==> config.mk <==
export PLATFORM = sky130hd
export DESIGN_NAME = alu_sequencer
export DESIGN_NICKNAME = d
export VERILOG_FILES = /design/src/rtl/alu_sequencer_pkg.sv /design/src/rtl/alu_sequencer_regfile_4x8.sv /design/src/rtl/alu_sequencer.sv
export SDC_FILE = /design/constraint.sdc
export NUM_CORES = 1
export LEC_CHECK = 0
export BUFFER_PORTS_ARGS = -buffer_cell sky130_fd_sc_hd__buf_2
export CAP_MARGIN = 5
export CELL_PAD_IN_SITES_DETAIL_PLACEMENT = 1
export CELL_PAD_IN_SITES_GLOBAL_PLACEMENT = 2
export CORE_MARGIN = 2
export CORE_UTILIZATION = 38
export DETAILED_ROUTE_END_ITERATION = 8
export GPL_TIMING_DRIVEN = 0
export PLACE_DENSITY = 0.85
export SYNTH_ARGS = -nofsm -noshare
export SYNTH_HDL_FRONTEND = slang
export SYNTH_SLANG_ARGS = --single-unit
export TNS_END_PERCENT = 10
==> constraint.sdc <==
create_clock -name i_CLK -period 2.6 [get_ports i_CLK]
set_clock_uncertainty 0.2 [all_clocks]
set_input_delay 0.52 -clock i_CLK [delete_from_list [all_inputs] [get_ports i_CLK]]
set_output_delay 0.52 -clock i_CLK [all_outputs]
set_load 0.05 [all_outputs]
==> src/rtl/alu_sequencer_pkg.sv <==
// Shared constants for the ALU sequencer: ALU opcodes, instruction opcodes,
// controller states and small decode helpers.
package alu_sequencer_pkg;

  localparam logic [3:0] ALUOP_ADD = 4'h0;
  localparam logic [3:0] ALUOP_SUB = 4'h1;
  localparam logic [3:0] ALUOP_PD1 = 4'h5;
  localparam logic [3:0] ALUOP_PD2 = 4'h6;

  localparam logic [3:0] OPC_NOP  = 4'h0;
  localparam logic [3:0] OPC_LDI  = 4'h1;
  localparam logic [3:0] OPC_MOV  = 4'h2;
  localparam logic [3:0] OPC_ADD  = 4'h3;
  localparam logic [3:0] OPC_SUB  = 4'h4;
  localparam logic [3:0] OPC_ADDI = 4'h5;
  localparam logic [3:0] OPC_SUBI = 4'h6;
  localparam logic [3:0] OPC_CMP  = 4'h7;
  localparam logic [3:0] OPC_JMP  = 4'h8;
  localparam logic [3:0] OPC_JZ   = 4'h9;
  localparam logic [3:0] OPC_JNZ  = 4'hA;
  localparam logic [3:0] OPC_JC   = 4'hB;
  localparam logic [3:0] OPC_JS   = 4'hC;
  localparam logic [3:0] OPC_JO   = 4'hD;
  localparam logic [3:0] OPC_OUT  = 4'hE;
  localparam logic [3:0] OPC_HALT = 4'hF;

  typedef enum logic [2:0] {
    ST_FETCH,
    ST_DECODE,
    ST_EXEC,
    ST_WB,
    ST_OUT,
    ST_HALT
  } state_e;

  typedef struct packed {
    logic [3:0] opc;
    logic [1:0] rd;
    logic [1:0] rs;
    logic [7:0] imm;
  } instr_t;

  typedef struct packed {
    logic z;
    logic s;
    logic c;
    logic ov;
  } flags_t;

  function automatic logic jcc_taken(input logic [3:0] opc, input flags_t f);
    case (opc)
      OPC_JZ:  return f.z;
      OPC_JNZ: return !f.z;
      OPC_JC:  return f.c;
      OPC_JS:  return f.s;
      OPC_JO:  return f.ov;
      default: return 1'b0;
    endcase
  endfunction

  function automatic logic [3:0] alu_op_of(input logic [3:0] opc);
    case (opc)
      OPC_LDI, OPC_MOV:           return ALUOP_PD2;
      OPC_ADD, OPC_ADDI:          return ALUOP_ADD;
      OPC_SUB, OPC_SUBI, OPC_CMP: return ALUOP_SUB;
      default:                    return ALUOP_PD1;
    endcase
  endfunction

  function automatic logic uses_imm(input logic [3:0] opc);
    return (opc == OPC_LDI) || (opc == OPC_ADDI) || (opc == OPC_SUBI);
  endfunction

  function automatic logic sets_flags(input logic [3:0] opc);
    return (opc == OPC_ADD) || (opc == OPC_SUB) || (opc == OPC_ADDI) ||
           (opc == OPC_SUBI) || (opc == OPC_CMP);
  endfunction

endpackage

==> src/rtl/alu_sequencer_regfile_4x8.sv <==
// 4 x 8-bit register file: two combinational read ports, one write port,
// asynchronous active-low reset to zero.
module regfile_4x8 (
  input  logic       clk,
  input  logic       rst_n,
  input  logic [1:0] ra_addr,
  output logic [7:0] ra_data,
  input  logic [1:0] rb_addr,
  output logic [7:0] rb_data,
  input  logic       we,
  input  logic [1:0] wa,
  input  logic [7:0] wd
);

  logic [7:0] regs_q [4];
  logic [7:0] regs_d [4];

  always_comb begin
    regs_d = regs_q;
    if (we) regs_d[wa] = wd;
  end

  always_ff @(posedge clk or negedge rst_n) begin
    if (!rst_n) begin
      for (int unsigned i = 0; i < 4; i++) regs_q[i] <= '0;
    end else begin
      regs_q <= regs_d;
    end
  end

  assign ra_data = regs_q[ra_addr];
  assign rb_data = regs_q[rb_addr];

endmodule

==> src/rtl/alu_sequencer.sv <==
// Fetch/decode/execute controller driving an external 8-bit ALU, with a
// 4x8 register file, conditional jumps on captured flags and an output port.
module alu_sequencer
  import alu_sequencer_pkg::*;
#(
  parameter logic [7:0] RESET_PC = 8'h00
) (
  input  logic        i_CLK,
  input  logic        i_RST_N,
  output logic [7:0]  o_IMemAddr,
  output logic        o_IMemReq,
  input  logic        i_IMemAck,
  input  logic [15:0] i_IMemData,
  output logic [3:0]  o_ALUOp,
  output logic [7:0]  o_ALUData1,
  output logic [7:0]  o_ALUData2,
  input  logic [7:0]  i_ALUResult,
  input  logic        i_Z,
  input  logic        i_S,
  input  logic        i_C,
  input  logic        i_OF,
  output logic [7:0]  o_OutData,
  output logic        o_OutValid,
  input  logic        i_OutReady,
  output logic        o_Halted
);

  state_e     state_q, state_d;
  logic [7:0] pc_q, pc_d;
  instr_t     ir_q, ir_d;
  flags_t     flags_q, flags_d;
  logic       req_q, req_d;
  logic [3:0] alu_op_q, alu_op_d;
  logic [7:0] alu_d1_q, alu_d1_d;
  logic [7:0] alu_d2_q, alu_d2_d;
  logic [7:0] out_data_q, out_data_d;
  logic       out_valid_q, out_valid_d;
  logic       halted_q, halted_d;

  logic [7:0] rd_data, rs_data;
  logic       rf_we;

  regfile_4x8 u_regfile (
    .clk     (i_CLK),
    .rst_n   (i_RST_N),
    .ra_addr (ir_q.rd),
    .ra_data (rd_data),
    .rb_addr (ir_q.rs),
    .rb_data (rs_data),
    .we      (rf_we),
    .wa      (ir_q.rd),
    .wd      (i_ALUResult)
  );

  always_comb begin
    state_d     = state_q;
    pc_d        = pc_q;
    ir_d        = ir_q;
    flags_d     = flags_q;
    req_d       = req_q;
    alu_op_d    = alu_op_q;
    alu_d1_d    = alu_d1_q;
    alu_d2_d    = alu_d2_q;
    out_data_d  = out_data_q;
    out_valid_d = out_valid_q;
    halted_d    = halted_q;
    rf_we       = 1'b0;

    // Every transition into FETCH raises req in the same edge, so the
    // request appears one cycle earlier than a separate request state would.
    case (state_q)
      ST_FETCH: begin
        req_d = 1'b1;
        if (req_q && i_IMemAck) begin
          ir_d    = i_IMemData;
          pc_d    = pc_q + 8'd1;
          req_d   = 1'b0;
          state_d = ST_DECODE;
        end
      end
      ST_DECODE: begin
        case (ir_q.opc)
          OPC_NOP, OPC_JMP, OPC_JZ, OPC_JNZ, OPC_JC, OPC_JS, OPC_JO: begin
            if ((ir_q.opc == OPC_JMP) || jcc_taken(ir_q.opc, flags_q)) pc_d = ir_q.imm;
            req_d   = 1'b1;
            state_d = ST_FETCH;
          end
          OPC_OUT: begin
            out_data_d  = rd_data;
            out_valid_d = 1'b1;
            state_d     = ST_OUT;
          end
          OPC_HALT: begin
            halted_d = 1'b1;
            state_d  = ST_HALT;
          end
          default: begin
            alu_op_d = alu_op_of(ir_q.opc);
            alu_d1_d = rd_data;
            alu_d2_d = uses_imm(ir_q.opc) ? ir_q.imm : rs_data;
            state_d  = ST_EXEC;
          end
        endcase
      end
      ST_EXEC: state_d = ST_WB;
      ST_WB: begin
        rf_we = (ir_q.opc != OPC_CMP);
        if (sets_flags(ir_q.opc)) flags_d = '{z: i_Z, s: i_S, c: i_C, ov: i_OF};
        req_d   = 1'b1;
        state_d = ST_FETCH;
      end
      ST_OUT: begin
        if (i_OutReady) begin
          out_valid_d = 1'b0;
          req_d       = 1'b1;
          state_d     = ST_FETCH;
        end
      end
      ST_HALT: state_d = ST_HALT;
      default: state_d = ST_FETCH;
    endcase
  end

  always_ff @(posedge i_CLK or negedge i_RST_N) begin
    if (!i_RST_N) begin
      state_q     <= ST_FETCH;
      pc_q        <= RESET_PC;
      ir_q        <= '0;
      flags_q     <= '0;
      req_q       <= 1'b0;
      alu_op_q    <= ALUOP_PD1;
      alu_d1_q    <= '0;
      alu_d2_q    <= '0;
      out_data_q  <= '0;
      out_valid_q <= 1'b0;
      halted_q    <= 1'b0;
    end else begin
      state_q     <= state_d;
      pc_q        <= pc_d;
      ir_q        <= ir_d;
      flags_q     <= flags_d;
      req_q       <= req_d;
      alu_op_q    <= alu_op_d;
      alu_d1_q    <= alu_d1_d;
      alu_d2_q    <= alu_d2_d;
      out_data_q  <= out_data_d;
      out_valid_q <= out_valid_d;
      halted_q    <= halted_d;
    end
  end

  assign o_IMemAddr = pc_q;
  assign o_IMemReq  = req_q;
  assign o_ALUOp    = alu_op_q;
  assign o_ALUData1 = alu_d1_q;
  assign o_ALUData2 = alu_d2_q;
  assign o_OutData  = out_data_q;
  assign o_OutValid = out_valid_q;
  assign o_Halted   = halted_q;

endmodule
# After elaboration in Yosys (flattened, before gate mapping)
# Index checks and enable logic that the tools add are counted.
# W data, S select, Z words.
# word_totals
out_inout_bits	39
register_bits	94
# classes
n_addsub	1
order_cmp	3
eq_ne	26
mux	30
reduce_logical	29
n_bitwise	3
# op_table
cell	n
$mux W8	9
$bmux W8 S2	2
$bwmux W32	1
$eq A4 B4 Y1 const B	8
$pmux W3 S3	2
$demux W8 S2	1
$eq A4 B3 Y1 const B	4
$pmux W8 S2	1
$pmux W3 S5	1
$reduce_and A2 Y1	6
$ne A2 B2 Y1 const B	5
$reduce_or A9 Y1	1
$add A8 B1 Y8 const B	1
$eq A4 B2 Y1 const B	2
$mux W1	8
$logic_or A1 B1 Y1	7
$reduce_or A7 Y1	1
$eq A3 B2 Y1 const B	2
$eq A3 B3 Y1 const B	2
$ge A3 B3 Y1 const B	2
$mux W3	2
$not A2 Y3	2
$reduce_and A3 Y1	2
$pmux W1 S5	1
other kinds (16)	19

# Depth between registers and ports, before layout
# Gate-level depths: netlist of the first run.
# depth
ltp_word	8
depth_mapped	7
mapped_depth_nobuf	5

# Hierarchy
# Synthesis of the first run repeated with hierarchy kept, for this count alone.
# hier_totals
cells_unflattened	332
area_unflattened_um2	4396.7
# by_module_without_submodules
module	cells_per_inst	instances	area_each_um2
alu_sequencer	244	1	2806.4
regfile_4x8	88	1	1590.3

# Worst setup path after synthesis of the first run
# OpenSTA, ideal clock, no wires.
# synth_timing
path_type	register -> register
startpoint	register state_q[1]
endpoint	register alu_d1_q[6], in the netlist o_ALUData1[6]
period_less_slack_ps	2055
path_buffers	3
setup_time_ps	125
arrival_ps	1730
stages_incl_launch_ff	7
slack_ps	545
cell_sequence	dfrtp_1 -> buf_6 -> or3b_1 -> buf_2 -> nor3_4 -> buf_6 -> mux2_4
# synth_between
elab_chain_len	2
# synth_rtl
item	line_no	text
start: declaration	alu_sequencer.sv:28	state_e state_q, state_d;
start signal: assignment	alu_sequencer.sv:138	state_q <= state_d;
$eq A3 B1 Y1	alu_sequencer.sv:71	case (state_q)
$reduce_and A2 Y1 (no line)	--	
end signal: assignment	alu_sequencer.sv:144	alu_d1_q <= alu_d1_d;
end: declaration	alu_sequencer.sv:34	logic [7:0] alu_d1_q, alu_d1_d;
# Every way passes these cells.
# A chain may end at the register's enable or synchronous reset.

# Worst setup path in the final report of the first run
# layout_timing
startpoint	register state_q[2]
endpoint	register alu_d1_q[6], in the netlist o_ALUData1[6]
# Same word-level chain as after synthesis.

==> results of run 1 <==
-- how the worst min path moves through the flow --
stage | endpoint | slack (ns) | startpoint | cells past startpoint
2_1_floorplan | flags_q[0] | 0.02 | i_RST_N | 0
3_3_place_gp | o_Halted | 0.26 | o_Halted | 1
3_5_place_dp | o_Halted | 0.26 | o_Halted | 1
4_1_cts | ir_q[6] | 0.16 | i_IMemData[6] | 3
5_1_grt | ir_q[6] | 0.18 | i_IMemData[6] | 3
6_report | ir_q[6] | 0.17 | i_IMemData[6] | 3
-- state kept, by name (all words and copies together), names as in the netlist --
name	cells
flags_q	4
o_OutValid	1
o_ALUData1	8
o_ALUData2	8
ir_q	16
o_OutData	8
o_Halted	1
o_IMemAddr	8
state_q	3
o_IMemReq	1
o_ALUOp	3
u_regfile.regs_q	32
-- through the flow --
step	TNS (ns)	instance area [sq um]	hold slack (ns)	setup WS, ns
after global routing	0	5400	0.176	0.0851
after CTS	0	5400	0.164	0.163
after floorplan	0	4520	0.0244	0.545
final	0	5400	0.168	0.210
after global placement	-12.05	5050	0.263	-0.141
after detailed placement	0	5080	0.258	0.171
-- layout by cell type (no fill, tap or decap), types with 3 or more instances in the layout --
master	n
dfrtp_1	91
buf_2	75
nand2_1	52
mux2_2	51
a21oi_1	19
nor2_1	18
mux4_2	16
nand3_1	10
mux2i_1	10
clkbuf_16	9
a31oi_1	8
inv_1	6
clkbuf_1	6
nor3_1	6
o211ai_1	6
nand3b_1	4
buf_4	4
and3_1	4
clkinv_2	4
buf_1	3
o21bai_1	3
nand2b_1	3
o21ai_0	3
-- area by class of cell --
type                            count  share of cell area, %
Buffer                             21                   2.11
Clock inverter                      7                   1.64
Clock buffer                        9                   4.17
Multi-Input combinational cell    254                   38.1
Sequential cell                    93                   43.1
Inverter                            6                  0.417
Timing Repair Buffer               71                   7.13
Tap cell                          143                   3.31
-- kinds of logic (layout without fill, tap and decap cells) --
group           Yosys count  count (layout)  synth area share (%)
compound gates           59              59                  8.82
fa+ha+maj                 1               1                 0.277
buf+inv                  27             114                  3.01
flops                    93              93                  51.5
mux                      79              79                  23.5
other cells               1               1                0.0829
simple gates            114             114                  12.8
-- power by group through the flow --
stage,registers (mW),clock network (mW),logic [mW]
2_1_floorplan,1.50,0,0.0269
3_3_place_gp,1.50,0,0.0870
3_5_place_dp,1.51,0,0.0963
4_1_cts,1.48,1.43,0.0980
5_1_grt,1.48,1.49,0.107
6_report,1.48,1.40,0.0945
-- critical path, cell delays in order, from the launching register on --
cell and delay [ns]:
dfrtp_1 0.36, buf_2 0.17, or3b_1 0.35, buf_2 0.18, nor3_4 0.48, buf_6 0.23, mux2_4 0.30
-- metal layers --
metal / GRT usage (%) / up-vias / wire [um]
li1: - / 1536 / -
met2: 31.6 / 72 / 5720
met5: 0 / - / 0
met3: 2.79 / 13 / 494
met1: 26.0 / 1697 / 5180
met4: 6.99 / 0 / 198
==> metrics.md, run 1 <==
| Metric | Value |
|---|---|
| Reg2reg setup slack | `0.21 ns` |
| Most frequent cells after synthesis | `91 x dfrtp_1, 52 x nand2_1, 51 x mux2_2` |
| Synth top area cells | `dfrtp_1 50%, mux2_2 13%, mux4_2 8.0%` |
| Share of total power in combinational logic | `3.2%` |
| Critical path launch point | `state_q[2]` |
| Number of global-route vias before repair | `3465` |
| Die Ht | `around 110 um` |
| Critical Path Fanout Max | `10` |
| Seq pwr share | `between 40% and 50%` |
| Layout Nets | `489` |
| Layout cells sized above 1 | `38.6%` |
| Detailed router's first-iteration violation count | `~130` |
| Synthesized area | `around 0.0045 sq mm` |
| Sequential area share after synthesis | `51.5%` |
| Worst Setup EP | `o_ALUData1[6]` |
| Num ports | `71` |
| Fill count | `1247` |
| Non-Filler Instances | `604` |
| Crit end category | `register` |
| Pre-Repair DR Iteration Count | `6` |
| Worst Path Required | `2.63 ns` |
| Hold Crit Class | `in -> reg` |
| Worst Path Arrival | `approximately 2.4 ns` |
| Total power | `2.98 mW` |
| Syn. warnings | `0` |
| Vias post-DR | `3318` |
| Area leader, netlist | `dfrtp_1` |
| Wire length of the first global-routing pass | `18700 um` |
| CTS tree | `done` |
| Storage cell area | `around 0.0023 sq mm` |
| Startpoint Class | `register` |
| Buffers on Ports | `69` |
| Post-DP HPWL | `between 8000 and 9000 um` |
| Final Hold Viols | `0` |
| Clock Pin Slew Worst Setup and Hold Paths | `0.07 ns` |
| Failing checks | `DRC` |
| Layout area overhead | `19.4%` |
| Core area | `~0.012 sq mm` |
| Max Root-Sink Buffers | `2` |
| Critical path class | `reg -> reg` |
| Via-to-Cell Ratio | `about 5.5` |
| Final min period | `between 2 and 2.5 ns` |
| Max Cap Violations | `0` |
| CTS HTree Levels | `3` |
| Cells after DPL | `587` |
| Synth Area per Inst | `around 12 sq um` |
| Clk sink count | `93` |
| Total grt overflow | `0` |
| Worst slew pin tran | `0.771 ns` |
| Routed WL per cell | `about 19 um` |
| PwrDens | `between 500 and 600 mW/mm^2` |
| Util after Layout | `a little under half` |
| Total Wirelength | `between 10000 and 15000 um` |
| GRT Total Usage | `about a fifth` |
| Syn nets | `407` |
| Fin crit share | `91.9%` |
| Die area | `0.0128 sq mm` |
| Netlist cell types | `55` |
| Clock Latency Late Sink | `approximately 0.34 ns` |
| Top_reg_cell synth | `dfrtp_1` |
| #FFs+latches synth | `93` |
| Post-synth EDFFs | `0` |
| Starting density of the core | `39.3%` |
| Total CTS buffers | `9` |
| RSZ-0062 raised after global routing | `no` |
| Combined area of the multi-input logic cells | `0.00206 sq mm` |
| FP Rows | `39` |
| Post-CTS sizing | `0` |
| Async SR Flop Fraction | `100%` |
| Clock power frac | `approximately 47%` |
| FMAX | `418 MHz` |
| Worst reg2reg path depth | `6` |
| Outcome | `complete, but fails checks` |
| DRC | `4` |
| Pins Over Slew Limit | `0` |
| P_sw | `630 uW` |
| Leak pwr | `2.51 nW` |
| Most frequent cell after synthesis | `dfrtp_1` |
| Routability Congestion | `0.810` |
| Antenna Nets Post-Route | `0` |
| Post-CTS Setup Bufs | `0` |
| Worst VDD drop | `0.000284 V` |
| Gate Count Post-Synth | `374` |
| Ant. Diodes | `0` |
| Worst slew margin | `approximately 49%` |
| Setup violators final | `0` |
| Sw Ratio | `21.2%` |
| Reg2reg end | `o_ALUData1[6]` |
| Cell-internal power | `2.35 mW` |
| Post-cts hold buffer count | `1` |
| R2R Path Start | `state_q[2]` |
| Synth top area share | `between 50% and 60%` |
| Root Buffer | `clkbuf_16` |
| Largest net degree at the start of global routing | `56` |
| Die width | `roughly 110 um` |
| Initial antenna violation count | `0` |
(Power assumes the default switching activity.)
==> run 2, diff against run 1 <==
--- a/config.mk
+++ b/config.mk
@@ -10,10 +10,11 @@
 export CELL_PAD_IN_SITES_DETAIL_PLACEMENT = 1
 export CELL_PAD_IN_SITES_GLOBAL_PLACEMENT = 2
 export CORE_MARGIN = 2
-export CORE_UTILIZATION = 38
+export CORE_UTILIZATION = 39
+export CTS_BUF_LIST = sky130_fd_sc_hd__clkbuf_2 sky130_fd_sc_hd__clkbuf_4 sky130_fd_sc_hd__clkbuf_8
 export DETAILED_ROUTE_END_ITERATION = 8
 export GPL_TIMING_DRIVEN = 0
-export PLACE_DENSITY = 0.85
+export PLACE_DENSITY = 0.87
 export SYNTH_ARGS = -nofsm -noshare
 export SYNTH_HDL_FRONTEND = slang
 export SYNTH_SLANG_ARGS = --single-unit
==> metrics.md, run 2 (same netlist as run 1, synthesis figures left out) <==
| Metric | Value |
|---|---|
| Outcome | `finished clean` |
| Hold_ws | `0.134 ns` |
| Worst slew margin | `45.5%` |
| Total power | `roughly 2.7 mW` |
| Routability Congestion | `0.810` |
| Routed WL per cell | `19.9 um` |
| Root Buffer | `clkbuf_8` |
| P_sw | `610 uW` |
| Most frequent cells in the layout | `91 x dfrtp_1, 75 x buf_2, 52 x nand2_1` |
| RSZ-0062 raised after global routing | `no` |
| Die width | `112 um` |
| Die Ht | `~110 um` |
| Worst Path Required | `2.66 ns` |
| Buffers on Ports | `between 60 and 70` |
| Wire length of the first global-routing pass | `19100 um` |
| Clock Latency Late Sink | `0.37 ns` |
| Final min period | `2.38 ns` |
| DP Area | `0.00508 sq mm` |
| Core area | `around 0.011 sq mm` |
| FMAX | `about 420 MHz` |
| Max Root-Sink Buffers | `2` |
| Post-CTS Setup Bufs | `0` |
| FP Rows | `39` |
| Total Wirelength | `approximately 12000 um` |
| Number of global-route vias before repair | `3574` |
| Util after Layout | `46.7%` |
| Max Cap Violations | `0` |
| Final Hold Viols | `0` |
| Share of total power in combinational logic | `under 10%` |
| Hold Crit Class | `in -> reg` |
| Worst slew pin tran | `0.817 ns` |
| Non-Filler Instances | `604` |
| Startpoint Class | `register` |
| Setup violators final | `0` |
| Ant. Diodes | `0` |
| Post-DP HPWL | `8660 um` |
| Starting density of the core | `39.8%` |
| Clock power frac | `roughly two fifths` |
| Die area | `0.0125 sq mm` |
| GRT Total Usage | `approximately a fifth` |
| Total grt overflow | `0` |
| Total CTS buffers | `9` |
| Antenna Nets Post-Route | `0` |
| Pre-Repair DR Iteration Count | `4` |
| Num ports | `71` |
| Worst VDD drop | `between 0.0002 and 0.0003 V` |
| Cells after DPL | `587` |
| Largest net degree at the start of global routing | `69` |
| Worst Path Arrival | `2.44 ns` |
| Max reg flops | `32` |
| Vias post-DR | `around 3300` |
| Regs by FF count | `u_regfile.regs_q x32, ir_q x16` |
| Cell-internal power | `2.05 mW` |
| Fin crit share | `about nine tenths` |
| Detailed router's first-iteration violation count | `between 100 and 150` |
| Clk sink count | `93` |
| Crit end category | `register` |
| Layout cells sized above 1 | `between 30% and 40%` |
| PwrDens | `501 mW/mm^2` |
| Critical path class | `reg -> reg` |
| Leak pwr | `2.46 nW` |
| Layout Nets | `489` |
| Clock Pin Slew Worst Setup and Hold Paths | `0.10 ns` |
| Layout area overhead | `17.4%` |
| Seq pwr share | `55.5%` |
| Critical Path Fanout Max | `10` |
| Sw Ratio | `22.9%` |
| Top reg by flops | `u_regfile.regs_q` |
| Fill count | `1244` |
| DRC | `0` |
| CTS tree | `done` |
| Fin area | `0.00531 sq mm` |
| Via-to-Cell Ratio | `approximately 5.5` |
| Post-CTS sizing | `0` |
| Initial antenna violation count | `0` |
| Commonest non-fill, non-tap cell in the layout | `dfrtp_1` |
| CTS HTree Levels | `3` |
| Pins Over Slew Limit | `0` |
==> run 2: repair_timing <==
action                                  in CTS  in global routing
endpoints found under the setup margin       0                  0
hold buffers                                 1                  0
endpoints found under the hold margin       24                  0
==> run 2: cell type report <==
class | count | area [sq um] | area share [%]
sequential | 93 | 2330 | 43.9
multi-input combinational | 254 | 2060 | 38.7
timing repair buffer | 71 | 385 | 7.26
tap | 143 | 179 | 3.37
clock buffer | 9 | 124 | 2.33
buffer | 21 | 114 | 2.14
clock inverter | 7 | 97.6 | 1.84
inverter | 6 | 22.5 | 0.424
==> run 2: final timing paths <==
path                               startpoint                   end  slack (ns)  cells past startpoint
worst max-delay path               state_q[2]         o_ALUData1[6]        0.22                      6
worst min-delay path            i_IMemData[4]               ir_q[4]        0.13                      3
worst max register to register     state_q[2]         o_ALUData1[6]        0.22                      6
worst min register to register       o_Halted              o_Halted        0.30                      1
max in group asynchronous             i_RST_N            o_ALUOp[0]        1.12                      3
min in group asynchronous             i_RST_N  u_regfile.regs_q[30]        0.41                      2
==> run 2: stage by stage <==
step	setup WS (ns)	TNS, ns
2_1_floorplan	0.545	0
4_1_cts	0.181	0
3_3_place_gp	-0.126	-10.91
5_1_grt	0.104	0
3_5_place_dp	0.185	0
6_report	0.224	0
==> run 2: power groups by stage <==
stage | clock, mW | combinational, mW | sequential, mW
3_5_place_dp | 0 | 0.0966 | 1.51
2_1_floorplan | 0 | 0.0269 | 1.50
6_report | 1.09 | 0.0941 | 1.48
5_1_grt | 1.17 | 0.106 | 1.48
3_3_place_gp | 0 | 0.0869 | 1.50
4_1_cts | 1.12 | 0.0984 | 1.48
==> run 2: metal layers <==
layer / up-vias / track usage (%) / wire length, um
met2: 68 / 34.2 / 6090
met4: 0 / 8.64 / 223
met3: 14 / 2.67 / 330
li1: 1522 / - / -
met5: - / 0 / 0
met1: 1694 / 25.8 / 5360
==> run 2: critical path: stages, from the launching register on <==
cell and delay, ns:
dfrtp_1 0.37, buf_2 0.17, or3b_1 0.34, buf_2 0.17
nor3_4 0.47, buf_6 0.23, mux2_4 0.31
==> run 3, diff against run 2 <==
--- a/config.mk
+++ b/config.mk
@@ -15,6 +15,7 @@
 export DETAILED_ROUTE_END_ITERATION = 8
 export GPL_TIMING_DRIVEN = 0
 export PLACE_DENSITY = 0.87
+export RECOVER_POWER = 25
 export SYNTH_ARGS = -nofsm -noshare
 export SYNTH_HDL_FRONTEND = slang
 export SYNTH_SLANG_ARGS = --single-unit
==> metrics.md, run 3 (same netlist as run 1, synthesis figures left out) <==
| Metric | Value |
|---|---|
| Clock Latency Late Sink | `0.37 ns` |
| Total power | `roughly 2.7 mW` |
| Hold Crit Class | `in -> reg` |
| Pre-Repair DR Iteration Count | `4` |
| Total CTS buffers | `9` |
| Leak pwr | `2.45 nW` |
| Outcome | `finished clean` |
| FMAX | `419 MHz` |
| Critical path class | `reg -> reg` |
| Clock Pin Slew Worst Setup and Hold Paths | `0.10 ns` |
| Via-to-Cell Ratio | `5.48` |
| Max Cap Violations | `0` |
| CP cell instances | `buf_2 -> or3b_1 -> buf_2 -> nor3_4 -> buf_6 -> mux2_4` |
| Die width | `112 um` |
| Worst slew pin tran | `about 0.95 ns` |
| CTS tree | `done` |
| Most frequent cells in the layout | `91 x dfrtp_1, 75 x buf_2, 52 x nand2_1` |
| Ant. Diodes | `0` |
| GRT Total Usage | `20.1%` |
| Final worst slack | `0.215 ns` |
| Routability Congestion | `just over 0.8` |
| RSZ-0062 raised after global routing | `no` |
| Buffers on Ports | `69` |
| Total grt overflow | `0` |
| Post-CTS Setup Bufs | `0` |
| Layout area overhead | `16.9%` |
| Pins Over Slew Limit | `0` |
| Post-DP HPWL | `8660 um` |
| Worst Path Required | `2.66 ns` |
| Max reg flops | `32` |
| Core area | `0.0114 sq mm` |
| DRC | `0` |
| Layout Nets | `slightly below 500` |
| Total Wirelength | `12000 um` |
| Number of global-route vias before repair | `3574` |
| Setup violators final | `0` |
| Final min period | `2.38 ns` |
| Critical Path Fanout Max | `10` |
| Vias post-DR | `3308` |
| Worst hold path cell count | `3` |
| Largest net degree at the start of global routing | `a little under 70` |
| Worst Path Arrival | `roughly 2.4 ns` |
| Initial antenna violation count | `0` |
| Root Buffer | `clkbuf_8` |
| Wire length of the first global-routing pass | `around 19000 um` |
| Detailed router's first-iteration violation count | `around 110` |
| Num ports | `71` |
| CTS HTree Levels | `3` |
| Clk sink count | `just over 90` |
| PwrDens | `503 mW/mm^2` |
| Crit end category | `register` |
| CP most frequent cell | `buf_2` |
| Antenna Nets Post-Route | `0` |
| Reg2reg setup slack | `~0.22 ns` |
| Startpoint Class | `register` |
| Largest stage delay, worst path | `0.48 ns` |
| Final Hold Viols | `0` |
| Worst reg2reg path depth | `6` |
| Critical path's slowest cell | `nor3_4` |
| FP Rows | `39` |
| Top reg by flops | `u_regfile.regs_q` |
| Worst VDD drop | `0.000296 V` |
| Max Root-Sink Buffers | `2` |
| Regs by FF count | `u_regfile.regs_q x32, ir_q x16` |
| Fin crit share | `about nine tenths` |
| Worst slew margin | `around 37%` |
| Routed WL per cell | `19.9 um` |
| Commonest non-fill, non-tap cell in the layout | `dfrtp_1` |
| Die Ht | `between 100 and 150 um` |
| Setup WS pre-CTS | `0.185 ns` |
| Die area | `0.0125 sq mm` |
| Layout cells sized above 1 | `38.6%` |
| Starting density of the core | `39.8%` |
| Post-CTS sizing | `0` |
-- run 3: cell types whose count changed in the layout (fill, tap and decap cells not counted) --
cell	before	now
buf_1	3	2
buf_16	1	0
clkbuf_1	6	7
clkbuf_4	0	1
-- run 3: critical path, delay by kind of cell, from the launching register on --
family | cells | cell delay (ns)
muxes | 1 | 0.31
and+or+nand+nor | 2 | 0.82
DFF | 1 | 0.37
buffers and inverters | 3 | 0.57
-- run 3: final timing paths --
path                                    start              endpoint
worst min-delay path            i_IMemData[4]               ir_q[4]
max in group asynchronous             i_RST_N              ir_q[10]
min in group asynchronous             i_RST_N  u_regfile.regs_q[30]
worst min register to register       o_Halted              o_Halted
worst max-delay path               state_q[2]         o_ALUData1[6]
worst max register to register     state_q[2]         o_ALUData1[6]
-- run 3: metal layers --
metal | global-route usage (%) | vias to the layer above | wire length, um
li1 | - | 1521 | -
met1 | 25.8 | 1705 | 5360
met2 | 34.2 | 68 | 6100
met3 | 2.67 | 14 | 330
met4 | 8.64 | 0 | 223
met5 | 0 | - | 0
-- run 3: stage by stage --
stage	cell area (sq um)	setup TNS [ns]	utilization, %	cells	hold slack (ns)
after floorplan	4520	0	-	374	0.0244
after global placement	5050	-10.91	44.4	586	0.260
after detailed placement	5080	0	44.7	587	0.266
after CTS	5310	0	46.7	604	0.122
after global routing	5290	0	46.5	604	0.130
final	5290	0	46.5	604	0.135
-- run 3: final cells by class --
| cell class | count | area, sq um |
|---|---|---|
| Buffer | 21 | 114 |
| Clock buffer | 9 | 124 |
| Clock inverter | 7 | 97.6 |
| Fill cell | 1246 | 6080 |
| Inverter | 6 | 22.5 |
| Multi-Input combinational cell | 254 | 2060 |
| Sequential cell | 93 | 2330 |
| Tap cell | 143 | 179 |
| Timing Repair Buffer | 71 | 365 |
-- run 3: where the power goes --
part	internal, mW	switching (mW)
combinational	0.0387	0.0513
sequential	1.46	0.0134
clock	0.545	0.547
total	2.05	0.611
-- run 3: timing repair --
item                                    4_1_cts  5_1_grt
hold buffers                                  1        0
hold endpoints to repair                     24        0
endpoints found under the setup margin        0        0
